File: src/rtl/dcache_pkg.sv
// Shared types and default address-field geometry for the data cache.
package dcache_pkg;

   localparam int unsigned ADDR_W          = 8;
   localparam int unsigned DEF_NUM_LINES   = 8;
   localparam int unsigned DEF_BLOCK_BYTES = 4;

   localparam int unsigned OFFSET_W = $clog2(DEF_BLOCK_BYTES);
   localparam int unsigned INDEX_W  = $clog2(DEF_NUM_LINES);
   localparam int unsigned TAG_W    = ADDR_W - INDEX_W - OFFSET_W;

   typedef enum logic [1:0] {
      IDLE,
      WRITEBACK,
      FETCH,
      UPDATE
   } state_t;

   function automatic logic [TAG_W-1:0] addr_tag(input logic [ADDR_W-1:0] a);
      return a[ADDR_W-1 -: TAG_W];
   endfunction

   function automatic logic [INDEX_W-1:0] addr_index(input logic [ADDR_W-1:0] a);
      return a[OFFSET_W +: INDEX_W];
   endfunction

   function automatic logic [OFFSET_W-1:0] addr_offset(input logic [ADDR_W-1:0] a);
      return a[OFFSET_W-1:0];
   endfunction

endpackage

File: src/rtl/dcache_line_store.sv
// Line storage for the data cache: valid/dirty flags, tags and data bytes.
// One shared index port serves the combinational read, the byte write and
// the full-line install.
module dcache_line_store
   import dcache_pkg::*;
#(
   parameter int unsigned NUM_LINES   = 8,
   parameter int unsigned BLOCK_BYTES = 4,
   parameter int unsigned TAG_BITS    = 3,
   parameter int unsigned INDEX_BITS  = 3,
   parameter int unsigned OFFSET_BITS = 2
) (
   input  logic                     clock,
   input  logic                     reset,
   input  logic [INDEX_BITS-1:0]    index,
   output logic                     valid,
   output logic                     dirty,
   output logic [TAG_BITS-1:0]      tag,
   output logic [BLOCK_BYTES*8-1:0] data,
   input  logic                     byte_we,
   input  logic [OFFSET_BITS-1:0]   byte_offset,
   input  logic [7:0]               byte_data,
   input  logic                     line_we,
   input  logic [TAG_BITS-1:0]      line_tag,
   input  logic [BLOCK_BYTES*8-1:0] line_data
);

   logic [NUM_LINES-1:0]     valid_bits;
   logic [NUM_LINES-1:0]     dirty_bits;
   logic [TAG_BITS-1:0]      tag_mem  [NUM_LINES];
   logic [BLOCK_BYTES*8-1:0] data_mem [NUM_LINES];

   // Flags: cleared asynchronously, install sets valid/clean, byte write marks dirty
   always_ff @(posedge clock or posedge reset) begin
      if (reset) begin
         valid_bits <= '0;
         dirty_bits <= '0;
      end else if (line_we) begin
         valid_bits[index] <= 1'b1;
         dirty_bits[index] <= 1'b0;
      end else if (byte_we) begin
         dirty_bits[index] <= 1'b1;
      end
   end

   // Tag and data arrays carry no reset; they are qualified by the valid flag
   always_ff @(posedge clock) begin
      if (line_we) begin
         tag_mem[index]  <= line_tag;
         data_mem[index] <= line_data;
      end else if (byte_we) begin
         data_mem[index][{byte_offset, 3'b000} +: 8] <= byte_data;
      end
   end

   // Combinational read of the indexed line
   always_comb begin
      valid = valid_bits[index];
      dirty = dirty_bits[index];
      tag   = tag_mem[index];
      data  = data_mem[index];
   end

endmodule

File: src/rtl/dcache_controller.sv
// Direct-mapped write-back, write-allocate data cache controller.
// Hits complete with zero wait; misses write back a dirty victim and then
// fetch the block one byte at a time over the memory strobe handshake.
// Optional build macro DCACHE_STATS_EN adds saturating hit/miss counters.
module dcache_controller
   import dcache_pkg::*;
#(
   parameter int unsigned NUM_LINES   = 8,
   parameter int unsigned BLOCK_BYTES = 4
) (
   input  logic        clock,
   input  logic        reset,
   input  logic        cpu_read,
   input  logic        cpu_write,
   input  logic [7:0]  cpu_address,
   input  logic [7:0]  cpu_writedata,
   output logic [7:0]  cpu_readdata,
   output logic        cpu_busywait,
   output logic        mem_read,
   output logic        mem_write,
   output logic [7:0]  mem_address,
   output logic [7:0]  mem_writedata,
   input  logic [7:0]  mem_readdata,
   input  logic        mem_busywait,
   output logic [15:0] hit_count,
   output logic [15:0] miss_count
);

   localparam int unsigned LINE_OFFSET_W = $clog2(BLOCK_BYTES);
   localparam int unsigned LINE_INDEX_W  = $clog2(NUM_LINES);
   localparam int unsigned LINE_TAG_W    = 8 - LINE_INDEX_W - LINE_OFFSET_W;
   localparam int unsigned LINE_W        = BLOCK_BYTES * 8;
   localparam logic [LINE_OFFSET_W-1:0] LAST_BYTE = LINE_OFFSET_W'(BLOCK_BYTES - 1);

   state_t                   state;
   logic [LINE_OFFSET_W-1:0] byte_cnt;
   logic [LINE_TAG_W-1:0]    miss_tag;
   logic [LINE_INDEX_W-1:0]  miss_index;
   logic [LINE_W-1:0]        fill_buf;

   logic [LINE_TAG_W-1:0]    cpu_tag;
   logic [LINE_INDEX_W-1:0]  cpu_index;
   logic [LINE_OFFSET_W-1:0] cpu_offset;
   logic [LINE_INDEX_W-1:0]  store_index;

   logic                     line_valid;
   logic                     line_dirty;
   logic [LINE_TAG_W-1:0]    line_tag;
   logic [LINE_W-1:0]        line_data;

   logic                     request;
   logic                     hit;
   logic                     write_hit;
   logic                     install;

   assign cpu_tag    = cpu_address[7 -: LINE_TAG_W];
   assign cpu_index  = cpu_address[LINE_OFFSET_W +: LINE_INDEX_W];
   assign cpu_offset = cpu_address[LINE_OFFSET_W-1:0];

   // Line lookup, hit detection and CPU-side outputs
   always_comb begin
      store_index  = (state == IDLE) ? cpu_index : miss_index;
      request      = cpu_read | cpu_write;
      hit          = line_valid && (line_tag == cpu_tag);
      write_hit    = (state == IDLE) && cpu_write && hit;
      install      = (state == UPDATE);
      cpu_busywait = (state != IDLE) || (request && !hit);
      cpu_readdata = '0;
      if ((state == IDLE) && cpu_read && !cpu_write && hit)
         cpu_readdata = line_data[{cpu_offset, 3'b000} +: 8];
   end

   dcache_line_store #(
      .NUM_LINES   (NUM_LINES),
      .BLOCK_BYTES (BLOCK_BYTES),
      .TAG_BITS    (LINE_TAG_W),
      .INDEX_BITS  (LINE_INDEX_W),
      .OFFSET_BITS (LINE_OFFSET_W)
   ) u_store (
      .clock       (clock),
      .reset       (reset),
      .index       (store_index),
      .valid       (line_valid),
      .dirty       (line_dirty),
      .tag         (line_tag),
      .data        (line_data),
      .byte_we     (write_hit),
      .byte_offset (cpu_offset),
      .byte_data   (cpu_writedata),
      .line_we     (install),
      .line_tag    (miss_tag),
      .line_data   (fill_buf)
   );

   // Miss sequencer; a low strobe inside WRITEBACK/FETCH marks the one-cycle gap
   always_ff @(posedge clock or posedge reset) begin
      if (reset) begin
         state         <= IDLE;
         byte_cnt      <= '0;
         mem_read      <= 1'b0;
         mem_write     <= 1'b0;
         mem_address   <= '0;
         mem_writedata <= '0;
         miss_tag      <= '0;
         miss_index    <= '0;
         fill_buf      <= '0;
      end else begin
         unique case (state)
            IDLE: begin
               if (request && !hit) begin
                  miss_tag   <= cpu_tag;
                  miss_index <= cpu_index;
                  byte_cnt   <= '0;
                  if (line_valid && line_dirty) begin
                     state         <= WRITEBACK;
                     mem_write     <= 1'b1;
                     mem_address   <= {line_tag, cpu_index, {LINE_OFFSET_W{1'b0}}};
                     mem_writedata <= line_data[7:0];
                  end else begin
                     state       <= FETCH;
                     mem_read    <= 1'b1;
                     mem_address <= {cpu_tag, cpu_index, {LINE_OFFSET_W{1'b0}}};
                  end
               end
            end
            WRITEBACK: begin
               if (!mem_write) begin
                  mem_write     <= 1'b1;
                  mem_address   <= {line_tag, miss_index, byte_cnt};
                  mem_writedata <= line_data[{byte_cnt, 3'b000} +: 8];
               end else if (!mem_busywait) begin
                  mem_write <= 1'b0;
                  if (byte_cnt == LAST_BYTE) begin
                     byte_cnt <= '0;
                     state    <= FETCH;
                  end else begin
                     byte_cnt <= byte_cnt + 1'b1;
                  end
               end
            end
            FETCH: begin
               if (!mem_read) begin
                  mem_read    <= 1'b1;
                  mem_address <= {miss_tag, miss_index, byte_cnt};
               end else if (!mem_busywait) begin
                  mem_read <= 1'b0;
                  fill_buf[{byte_cnt, 3'b000} +: 8] <= mem_readdata;
                  if (byte_cnt == LAST_BYTE) begin
                     byte_cnt <= '0;
                     state    <= UPDATE;
                  end else begin
                     byte_cnt <= byte_cnt + 1'b1;
                  end
               end
            end
            UPDATE: begin
               state <= IDLE;
            end
         endcase
      end
   end

`ifdef DCACHE_STATS_EN
   // Saturating hit/miss counters
   always_ff @(posedge clock or posedge reset) begin
      if (reset) begin
         hit_count  <= '0;
         miss_count <= '0;
      end else if (state == IDLE && request) begin
         if (hit && hit_count != 16'hFFFF)
            hit_count <= hit_count + 16'd1;
         if (!hit && miss_count != 16'hFFFF)
            miss_count <= miss_count + 16'd1;
      end
   end
`else
   assign hit_count  = '0;
   assign miss_count = '0;
`endif

endmodule

File: config.mk
export PLATFORM = sky130hd
export DESIGN_NAME = dcache_controller
export DESIGN_NICKNAME = d
export VERILOG_FILES = /design/src/rtl/dcache_pkg.sv /design/src/rtl/dcache_line_store.sv /design/src/rtl/dcache_controller.sv
export SDC_FILE = /design/constraint.sdc
export NUM_CORES = 1
export LEC_CHECK = 0
export CORE_MARGIN = 4
export CORE_UTILIZATION = 40
export DETAILED_ROUTE_END_ITERATION = 10
export PLACE_DENSITY = 0.69
export RECOVER_POWER = 25
export SLEW_MARGIN = 20
export SYNTH_ARGS = -nofsm -noshare
export SYNTH_HDL_FRONTEND = slang
export SYNTH_HIERARCHICAL = 1
export SYNTH_SLANG_ARGS = --single-unit
File: constraint.sdc
create_clock -name clock -period 12.2 [get_ports clock]
set_input_delay 3.66 -clock clock [delete_from_list [all_inputs] [get_ports clock]]
set_output_delay 3.66 -clock clock [all_outputs]
set_load 0.01 [all_outputs]
## Word-level counts from Yosys, hierarchy flattened

Memory sizes are Yosys's and may differ from the RTL's.
Cells that the tools add are included.

- Memory bits (writable): 280
- Register bits: 76
- Memories: 2
- Input bits: 29

Memory list:

| memory | depth | width | rd ports | clocked after Yosys merged registers in | wr ports | line | text |
|---|---|---|---|---|---|---|---|
| u_store.data_mem | 8 | 32 | 1 | 0 | 1 | dcache_line_store.sv:31 | `logic [BLOCK_BYTES*8-1:0] data_mem [NUM_LINES];` |
| u_store.tag_mem | 8 | 3 | 1 | 0 | 1 | dcache_line_store.sv:30 | `logic [TAG_BITS-1:0] tag_mem [NUM_LINES];` |

- Eq/ne operators: 16
- Reduce and logical (&&, ||, !) cells: 26
- Bitwise operators: 38
- Muxes and demuxes: 81
- Shifts and indexed selects: 6
- $lt $le $gt $ge: 2
- Add/sub/neg operators: 3

Operators by type and width:

| kind | number |
|---|---|
| $mux W8 | 10 |
| $shift A8 B7 Y32 const A | 2 |
| $shiftx A32 B6 Y8 | 2 |
| $shiftx A8 B7 Y32 | 2 |
| $mux W1 | 46 |
| $or A1 B1 Y1 | 33 |
| $bwmux W32 | 1 |
| $mux W32 | 1 |
| $mux W2 | 13 |
| $pmux W8 S3 | 1 |
| $ne A2 B2 Y1 const B | 10 |
| $or A8 B8 Y8 | 2 |
| $pmux W8 S2 | 1 |
| $neg A5 Y7 | 2 |
| $reduce_and A4 Y1 | 3 |
| $logic_and A1 B1 Y1 | 9 |
| $reduce_and A3 Y1 | 3 |
| $and A8 B8 Y8 | 1 |
| $not A8 Y8 | 1 |
| $pmux W2 S4 | 1 |
| $reduce_bool A2 Y1 | 4 |
| $reduce_and A7 Y1 | 1 |
| $bmux W1 S3 | 2 |
| $eq A2 B2 Y1 const B | 3 |
| 16 further kinds | 18 |

## Depth between registers and ports, before layout

Gate-level depths: netlist of run 1.

- Word-level depth: 10
- Mapped depth: 18

## Cells and area by module

Netlist of run 1, hierarchy kept.

Modules (own cells, without submodules):

| module | area each (µm²) | instances | cells an instance | sequential area each (µm²) |
|---|---|---|---|---|
| dcache_line_store | 11950.2 | 1 | 573 | 8808.4 |
| dcache_controller | 3666.0 | 1 | 388 | 1501.4 |

## Worst setup path before layout of run 1

Ideal clock, no wire load.

- Path type: input to output
- Start: input cpu_address[4]
- End: output cpu_readdata[0]
- Path slack: 2.563 ns
- Cell stages on the path: 10
- Data arrival time: 5.977 ns
- Cells stage by stage: mux2_2 -> clkbuf_1 -> buf_2 -> buf_2 -> mux4_2 -> mux2_2 -> xor2_1 -> nor4_1 -> nand4b_1 -> nor2b_1

- Word-level cells in the longest chain between the ends: 6
- Elaborated cells between the ends (all ways): 10
- Classes of those cells: eq/ne: 1; shift: 1; mux: 4; reduce/logical: 2; memory: 2

RTL lines:

| item | line | text |
|---|---|---|
| start: declaration | dcache_controller.sv:15 | `input logic [7:0] cpu_address,` |
| $mux W3 | dcache_controller.sv:62 | `store_index = (state == IDLE) ? cpu_index : miss_index;` |
| $mem_v2 Z8 W3 | - |  |
| via line_tag[2] | dcache_controller.sv:48 | `logic [LINE_TAG_W-1:0] line_tag;` |
| $eq A3 B3 Y1 | dcache_controller.sv:64 | `hit = line_valid && (line_tag == cpu_tag);` |
| $logic_and A1 B1 Y1 | dcache_controller.sv:64 |  |
| $logic_and A1 B1 Y1 | dcache_controller.sv:69 | `if ((state == IDLE) && cpu_read && !cpu_write && hit)` |
| $mux W8 | dcache_controller.sv:69 |  |
| end: declaration | dcache_controller.sv:17 | `output logic [7:0] cpu_readdata,` |

The timed path passes the listed nets, and every way through them passes these cells. The select of a mux whose other input is x is not followed.

## Worst setup path after layout of run 1

- Start: input cpu_address[3]
- End: output cpu_readdata[0]

- Word-level cells in the longest chain between the ends: 6
- Elaborated cells between the ends (all ways): 10
- Classes of those cells: eq/ne: 1; shift: 1; mux: 4; reduce/logical: 2; memory: 2

RTL lines:

| item | line | text |
|---|---|---|
| $mux W3 | dcache_controller.sv:62 |  |
| via store_index[1] | dcache_controller.sv:44 | `logic [LINE_INDEX_W-1:0] store_index;` |
| $mem_v2 Z8 W3 | - |  |
| via line_tag[2] | dcache_controller.sv:48 |  |
| $eq A3 B3 Y1 | dcache_controller.sv:64 |  |
| $logic_and A1 B1 Y1 | dcache_controller.sv:64 |  |
| $logic_and A1 B1 Y1 | dcache_controller.sv:69 |  |
| $mux W8 | dcache_controller.sv:69 |  |

The timed path passes the listed nets, and every way through them passes these cells. The select of a mux whose other input is x is not followed.

==> flow_summary.ini, run 1 <==
[global_route]
grt_util_all_layers_pct = 17.1
antenna_found_initial = 0
grt_max_degree = 61
grt_pass1_vias = 8690
grt_pass1_wl_mm = 54.5
grt-ovfl-total = 0

[cts]
cts_resized = 0
ctsHoldBuffers = 0
cts_buffers = 37
cts_tree = yes
cts.clk_slew.worst_paths_ns = 0.06
cts_setup_buffers = 0
cts_max_path_buffers = 3
clkSinkCount = 356
clock_latency_ns = 0.53
htreeDepth = 2
cts_root_buf = clkbuf_16

[critical_path]
crit_fanout = 26
worstSetupPathType = input port to output port
crit_chain = dlygate4sd3_1 > mux2_1 > mux2_1 > xor2_1 > nor4_1 > nand4b_1 > nor2b_1 > clkdlybuf4s50_1
cp.arrival_ns = 7.87
critical-path-max-stage-delay_ns = 1.04
cp_slowest_cell = mux2_1
critPathRequiredTime_ns = 8.54
reg2reg_setup_slack_ns = 6.15
critical_path.most_common_cell = mux2_1
cp-start-kind = input port
end_kind = output port

[route]
dr.pass1.iters = 7
drtIter0Drc = 793
drt_wl_total_mm = 36.3
drtAntennaViolNets = 0
dr_total_vias = 8648
vias_per_cell = 5.52
wire_per_inst_um = 23.2
drcViolationCount = 0

[timing]
max_clock_freq_mhz = 86.7
period_minus_slack_ns = 11.53
worst_pin_slew_ns = 3.47
slew_headroom_pct = -131
drv_slew = 61
fin_skew_ns = 0.0192
setup_viol = 0
finalCritPeriodShare_pct = 94.5
final_hold_viol_count = 0
rsz0062_at_grt = false
tns_ns = 0

[layout]
fin_area_um2 = 17800
n_antenna_cell = 0
finalNetCount = 1065
final_layout_size_suffix_gt1_share_pct = 21.5
area_delta_synth_final_pct = 13.9

[placement]
place_hpwl_mm = 24.4
io_buffers = 55
place_congestion = 0.817
dpl_cell_area_um2 = 16600

[logic_synthesis]
synth-seq-area-share_pct = 66.0
synth_cell_types = 49
synth_top_cell_area_share_pct = 53.8
synthMostInstantiatedCell = edfxtp_1
ys_ff_latch = 356
synth_area_leaders = edfxtp_1 54%, dfrtp_1 12%, mux4_2 12%
ys.flop_type = edfxtp_1
synthMuxAreaShare_pct = 16.8
async_reset_ff_share_pct = 21.3
synth_xor_area_share_pct = 0.168
ys_warn_count = 6
synthCells = 961
synthAdderAreaFrac_pct = 1.28
syn_area_um2 = 15600
synth_compound_area_share_pct = 5.92
synth_common_cells = 280 x edfxtp_1, 84 x nand2_1, 82 x mux4_2
synth_top_family_by_area = multiplexers
syn-mean-instance-area_um2 = 16.2
synth_top_area_cell = edfxtp_1
yosys.area_share.simple_pct = 6.34
synth_edf_count = 280

[min_path]
hp-class = register to register

[power]
p_total_uw = 4510
p_leak_uw = 0.00610
p_per_area_nw_per_um2 = 253
peakVddDrop_mv = 0.149

[die]
die_w_um = 206
die_h_um = 206
coreArea_um2 = 38600
fp-row-count = 72
initial_utilization_pct = 40.4
dieArea_um2 = 42300
ios = 88

[run_status]
violations = capacitance limit, slew limit
status = finished, violations left

[run]
maxCapViolations = 1
[layout by cell type (no fill, tap or decap), types with 3 or more instances in the layout]
cell type,count
xor2_1,3
buf_4,11
nor3b_1,4
inv_1,17
clkinv_2,5
nor3_2,6
dfrtp_1,76
o22ai_1,7
a21oi_1,24
clkinv_1,4
o211ai_1,4
a22oi_1,4
dlygate4sd3_1,21
nor2_1,40
o21a_1,3
mux4_2,82
a211oi_1,5
and2_0,5
o21ai_0,46
nand2b_1,6
or2_2,3
bufinv_16,4
conb_1,32
and3b_1,3
a31oi_1,4
and3_1,10
nand3_1,4
mux2i_1,5
ha_1,16
a22o_1,33
clkbuf_1,11
nor3_1,9
clkdlybuf4s50_1,34
clkbuf_16,37
nand2_1,84
edfxtp_1,280
nor2b_1,11
mux2_2,60
or2_1,6
[registers in the layout, indices dropped and copies added, names as in the netlist, named ones only]
name                flops
miss_index              3
mem_write               1
mem_writedata           8
byte_cnt                2
u_store/valid_bits      8
mem_read                1
fill_buf               32
u_store/data_mem      256
u_store/tag_mem        24
mem_address             8
state                   2
miss_tag                3
[path summary, 6_finish.rpt]
kind / endpoint / start / cells past startpoint
setup / recovery: cpu_readdata[0] / cpu_address[3] / 8
hold reg to reg: u_store/valid_bits[4] / u_store/valid_bits[4] / 1
max in group asynchronous: fill_buf[15] / reset / 3
setup reg to reg: u_store/data_mem[2][18] / state[0] / 10
min in group asynchronous: async pin / reset / 2
hold / removal: u_store/valid_bits[4] / u_store/valid_bits[4] / 1
[report_power, final]
part           internal [µW]  total, µW  leakage [µW]  switching (µW)
clock network            663       1120      0.000590             457
logic                    737       1690       0.00199             957
registers               1600       1700       0.00352            99.8
total                   3000       4510       0.00610            1510
[metrics by stage]
stage / worst slack, ns / std cells / util, % / hold WS [ns]
after detailed placement: 0.851 / 1499 / 42.9 / 0.449
after CTS: 0.789 / 1566 / 46.1 / 0.463
final: 0.671 / 1566 / 46.0 / 0.462
after global placement: 0.865 / 1499 / 42.9 / 0.441
after floorplan: 2.56 / 992 / - / 0.428
after global routing: 0.487 / 1566 / 46.0 / 0.474
[cell type report]
cell class	count	area (µm²)
fill	3262	20900
sequential	356	10300
multi-input combinational	540	4920
clock buffer	49	991
tap	518	648
timing repair buffer	67	637
clock inverter	18	223
inverter	18	67.6
[layer usage]
layer	track usage, %	vias to the layer above	wire length [µm]
met5	0	-	0
met4	4.71	0	885
met3	2.32	52	1900
met2	29.3	285	18700
met1	23.0	4524	14800
li1	-	3787	-
[logic make-up after synthesis]
family,count (synthesis)
AND/OR/NAND/NOR,202
multiplexers,151
AO/OA/AOI/OAI,136
adder cells (fa/ha/maj),16
buffers and inverters,96
flip-flops,356
XOR/XNOR,3
other,1
[critical path, delay by kind of cell]
family	cells	cell delay, ns
XOR/XNOR	1	0.21
multiplexers	2	1.49
AND/OR/NAND/NOR	3	1.31
buffers and inverters	2	1.18
Power figures use the tool's default switching activity.
==> inputs of run 2 (changes only) <==
--- a/config.mk
+++ b/config.mk
@@ -5,10 +5,12 @@
 export SDC_FILE = /design/constraint.sdc
 export NUM_CORES = 1
 export LEC_CHECK = 0
+export CELL_PAD_IN_SITES_DETAIL_PLACEMENT = 1
+export CELL_PAD_IN_SITES_GLOBAL_PLACEMENT = 1
 export CORE_MARGIN = 4
 export CORE_UTILIZATION = 40
 export DETAILED_ROUTE_END_ITERATION = 10
-export PLACE_DENSITY = 0.69
+export PLACE_DENSITY = 0.77
 export RECOVER_POWER = 25
 export SLEW_MARGIN = 20
 export SYNTH_ARGS = -nofsm -noshare
==> run 2 against run 1 <==
Effect of this change: the flow still finishes with violations (capacitance limit, slew limit); flip-flop and latch count is the same; first-iteration DRC count shrank 9.8%; sequential share of layout area decreased by 0.10 points; combinational power grew 3%; cell count up 0.26%; clock power about the same; largest cell class unchanged.
==> flow_summary.ini, run 2 (synthesis results as in run 1) <==
[layout]
area_delta_synth_final_pct = 14.1
largest-register = u_store/data_mem
n_antenna_cell = 0
layout_common_cells = 280 x edfxtp_1, 84 x nand2_1, 82 x mux4_2
largest_reg_flops = 256
final_layout_size_suffix_gt1_share_pct = 21.8
nFillCells = 3764
top_regs = u_store/data_mem: 256 flops, fill_buf: 32 flops, u_store/tag_mem: 24 flops
layout_commonest_cell = edfxtp_1
finalNetCount = 1069
final_cell_count_no_fill = 1570
fin_area_um2 = 17800

[route]
drt_wl_total_mm = 39.7
drtAntennaViolNets = 0
met1_length_mm = 17.0
wl_met3_mm = 2.54
drcViolationCount = 0
dr_wl_met2_mm = 19.3
drtIter0Drc = 715
routed.top_layer = met4
vias_per_cell = 5.67
dr.pass1.iters = 5
dr_total_vias = 8898
wire_per_inst_um = 25.3

[timing]
setup_viol = 0
final_hold_viol_count = 0
layout_setup_ws_ns = 0.588
whs_ns = 0.464
finalCritPeriodShare_pct = 95.2
rsz0062_at_grt = false
tns_ns = 0
worst_pin_slew_ns = 3.43
drv_slew = 61
fin_skew_ns = 0.0119
slew_headroom_pct = -128
max_clock_freq_mhz = 86.1
period_minus_slack_ns = 11.61

[die]
coreArea_um2 = 38600
initial_utilization_pct = 40.4
fp-row-count = 72
dieArea_um2 = 42300
die_w_um = 206
ios = 88
die_h_um = 206

[run]
maxCapViolations = 1

[min_path]
min-delay-start = u_store/valid_bits[2]
hp-class = register to register
holdPathStages = 1

[critical_path]
endpoint = cpu_readdata[1]
cp_slowest_cell = clkdlybuf4s50_1
cp.arrival_ns = 7.95
end_kind = output port
critical-path-max-stage-delay_ns = 0.60
critPathLaunch = cpu_address[2]
critPathRequiredTime_ns = 8.54
worstSetupPathType = input port to output port
r2r-start = state[0]
reg2reg_to = u_store/data_mem[0][8]
crit_fanout = 49
ff2ff_path_depth = 10
cp-start-kind = input port
reg2reg_setup_slack_ns = 6.63
crit_chain = dlygate4sd3_1 > mux2_8 > mux4_2 > mux2_1 > xor2_1 > nor4_1 > nand4b_1 > buf_4 > nor2b_1 > clkdlybuf4s50_1

[cts]
cts_buffers = 39
cts_resized = 0
cts_tree = yes
htreeDepth = 2
ctsHoldBuffers = 0
clkSinkCount = 356
cts_setup_buffers = 0
cts_max_path_buffers = 3
cts.clk_slew.worst_paths_ns = 0.05
cts_root_buf = clkbuf_16
clock_latency_ns = 0.52

[power]
p_leak_uw = 0.00612
peakVddDrop_mv = 0.161
p_per_area_nw_per_um2 = 257

[global_route]
grt_pass1_vias = 9258
grt-ovfl-total = 0
grt_pass1_wl_mm = 59.5
grt_max_degree = 61
antenna_found_initial = 1
grt_util_all_layers_pct = 18.8

[placement]
post-place-ws_ns = 0.757
io_buffers = 55
place_hpwl_mm = 26.7
place_congestion = 0.826
dpl_cell_area_um2 = 16600
dp_cells = 1501

[run_status]
violations = capacitance limit, slew limit
status = finished, violations left
## run 2: changes by cell type in the layout (fill, tap and decap cells not counted), moves of 2 or more
cell | before | now
clkbuf_8 | 2 | 6
nor3_2 | 6 | 3
buf_4 | 11 | 13
bufinv_16 | 4 | 2
clkbuf_16 | 37 | 39
clkdlybuf4s50_1 | 34 | 32
clkinv_2 | 5 | 3
clkinv_8 | 2 | 0
nor3_4 | 0 | 2
## run 2: how the worst min path moves through the flow
stage / end / slack (ns)
finish: u_store/valid_bits[2] / 0.46
global route: u_store/valid_bits[2] / 0.49
CTS: u_store/valid_bits[2] / 0.47
detailed placement: u_store/valid_bits[2] / 0.45
global placement: u_store/valid_bits[4] / 0.44
floorplan: u_store/valid_bits[4] / 0.43
## run 2: metal layers
layer  up-vias  track usage, %
met5         -               0
met4         0            4.28
met3        69            3.03
met2       350            30.5
met1      4678            27.0
li1       3801               -
## run 2: area by class of cell
cell class	count	area (µm²)	share of cell area [%]
Sequential cell	356	10300	57.8
Multi-Input combinational cell	540	4930	27.6
Clock buffer	55	1100	6.15
Tap cell	518	648	3.64
Timing Repair Buffer	69	647	3.63
Clock inverter	14	131	0.737
Inverter	18	67.6	0.379
## run 2: worst max-delay path, delay by kind of cell
family        cells  cell delay, ns
xor+xnor          1            0.21
buf+inv           3            1.48
mux               3            1.44
simple gates      3            1.11
## run 2: metrics by stage
stage | power, µW | util, %
2_1_floorplan | 2910 | -
4_1_cts | 4610 | 46.1
6_report | 4580 | 46.1
5_1_grt | 4790 | 46.1
3_5_place_dp | 3470 | 43.0
3_3_place_gp | 3400 | 43.0
## run 2: power by group
group	total, µW	leakage, µW	switching, µW	internal, µW
clock	1130	0.000595	461	669
combinational	1740	0.00201	1000	740
sequential	1700	0.00352	106	1600
==> inputs of run 3 (changes only) <==
--- a/config.mk
+++ b/config.mk
@@ -5,11 +5,13 @@
 export SDC_FILE = /design/constraint.sdc
 export NUM_CORES = 1
 export LEC_CHECK = 0
+export CAP_MARGIN = 20
 export CELL_PAD_IN_SITES_DETAIL_PLACEMENT = 1
 export CELL_PAD_IN_SITES_GLOBAL_PLACEMENT = 1
 export CORE_MARGIN = 4
 export CORE_UTILIZATION = 40
 export DETAILED_ROUTE_END_ITERATION = 10
+export GPL_ROUTABILITY_DRIVEN = 0
 export PLACE_DENSITY = 0.77
 export RECOVER_POWER = 25
 export SLEW_MARGIN = 20
==> run 3 against run 2 <==
Effect of this change: the run still ends with capacitance limit, slew limit left; non-clock buffer count up 1; critical path type unchanged; register-to-register slack worse by 0.05 ns; fmax about the same; first-iteration DRC count up 14%; cell count about the same; largest power group unchanged; highest routed layer unchanged; worst hold slack about the same; power about the same; clock power about the same; sequential share of layout area about the same; core utilization about the same; die area unchanged; setup slack worse by 0.0085 ns.
==> flow_summary.ini, run 3 (synthesis results as in run 1) <==
[run_status]
status = finished, violations left
violations = capacitance limit, slew limit

[critical_path]
worstSetupPathType = input port to output port
critPathRequiredTime_ns = 8.54
ff2ff_path_depth = 11
r2r-start = state[0]
crit_chain = dlygate4sd3_1 > mux2_8 > mux4_2 > mux2_1 > xor2_1 > nor4_1 > nand4b_1 > buf_4 > nor2b_1 > clkdlybuf4s50_1
cp-start-kind = input port
cp.arrival_ns = 7.96
cpLargestDelayFamily = buffers and inverters
end_kind = output port
crit_fanout = 49
reg2reg_setup_slack_ns = 6.58
cp_num_buf_inv = 3
cp_slowest_cell = clkdlybuf4s50_1
reg2reg_to = u_store/data_mem[3][16]
critical-path-max-stage-delay_ns = 0.60

[die]
initial_utilization_pct = 40.4
coreArea_um2 = 38600
fp-row-count = 72
die_h_um = 206
die_w_um = 206
ios = 88
dieArea_um2 = 42300

[global_route]
grt_pass1_wl_mm = 59.5
grt_util_met3_pct = 3.03
grt-busiest-layer = met2
grt-ovfl-total = 0
gr-usage-met2_pct = 30.5
antenna_found_initial = 1
grtUsageMet1_pct = 27.0
grt_util_all_layers_pct = 18.8
grt_pass1_vias = 9258
grt_max_degree = 61

[cts]
cts_root_buf = clkbuf_16
cts_max_path_buffers = 3
clkSinkCount = 356
cts.clk_slew.worst_paths_ns = 0.05
htreeDepth = 2
cts_resized = 0
clock_latency_ns = 0.51
ctsHoldBuffers = 0
cts_buffers = 39
cts_setup_buffers = 0
cts_tree = yes

[layout]
largest_reg_flops = 256
area_delta_synth_final_pct = 14.2
final_layout_size_suffix_gt1_share_pct = 21.8
n_antenna_cell = 0
finalNetCount = 1070
utilization_pct = 46.1
layout_common_cells = 280 x edfxtp_1, 84 x nand2_1, 82 x mux4_2
final_cell_count_no_fill = 1571
top_regs = u_store/data_mem: 256 flops, fill_buf: 32 flops, u_store/tag_mem: 24 flops
fin_area_um2 = 17800
layout_commonest_cell = edfxtp_1
largest-register = u_store/data_mem

[timing]
worst_pin_slew_ns = 3.46
slew_headroom_pct = -131
final_hold_viol_count = 0
rsz0062_at_grt = false
period_minus_slack_ns = 11.62
max_clock_freq_mhz = 86.1
tns_ns = 0
setup_viol = 0
fin_skew_ns = 0.0123
drv_slew = 61
finalCritPeriodShare_pct = 95.3

[placement]
io_buffers = 55
dpl_cell_area_um2 = 16600
place_hpwl_mm = 26.7
dp_cells = 1501

[min_path]
hp-class = register to register
whs_endpoint = u_store/valid_bits[2]
holdPathStages = 1
min-delay-start = u_store/valid_bits[2]

[route]
vias_per_cell = 5.68
dr_total_vias = 8916
drtIter0Drc = 813
drcViolationCount = 0
drt_wl_total_mm = 39.8
drtAntennaViolNets = 0
dr.pass1.iters = 5
wire_per_inst_um = 25.3

[power]
p_leak_uw = 0.00613
peakVddDrop_mv = 0.160
p_per_area_nw_per_um2 = 257

[run]
maxCapViolations = 1
[run 3: cell count changes in the layout (fill, tap and decap cells not counted)]
cell	previous run	this run
buf_4	13	14
[run 3: metal layers]
layer	up-vias	routed length, µm
met3	69	2470
li1	3801	-
met1	4688	17100
met5	-	0
met4	0	893
met2	358	19300
[run 3: area by class of cell]
cell class              count  area, µm²
repair buffers             70        654
clock inverters            14        131
well taps                 518        648
multi-input cells         540       4930
clock buffers              55       1100
flip-flops and latches    356      10300
fillers                  3766      20800
inverters                  18       67.6
[run 3: per-stage QoR]
stage	power, µW	setup WS, ns	hold slack (ns)
finish	4580	0.579	0.464
global route	4790	0.373	0.486
CTS	4610	0.655	0.468
detailed placement	3470	0.757	0.449
global placement	3400	0.801	0.444
floorplan	2910	2.56	0.428
[run 3: worst max-delay path by stage]
| stage | from | to | slack [ns] | cells past startpoint |
|---|---|---|---|---|
| 2_1_floorplan | cpu_address[4] | cpu_readdata[0] | 2.56 | 10 |
| 3_3_place_gp | cpu_address[2] | cpu_readdata[1] | 0.80 | 10 |
| 3_5_place_dp | cpu_address[2] | cpu_readdata[1] | 0.76 | 10 |
| 4_1_cts | cpu_address[2] | cpu_readdata[1] | 0.66 | 10 |
| 5_1_grt | cpu_address[2] | cpu_readdata[1] | 0.37 | 10 |
| 6_report | cpu_address[2] | cpu_readdata[1] | 0.58 | 10 |
[run 3: where the power goes]
part	internal [µW]	switching, µW	leakage, µW	total [µW]
clock	669	461	0.000595	1130
combinational	740	1000	0.00201	1750
sequential	1600	106	0.00352	1700
total	3010	1570	0.00613	4580
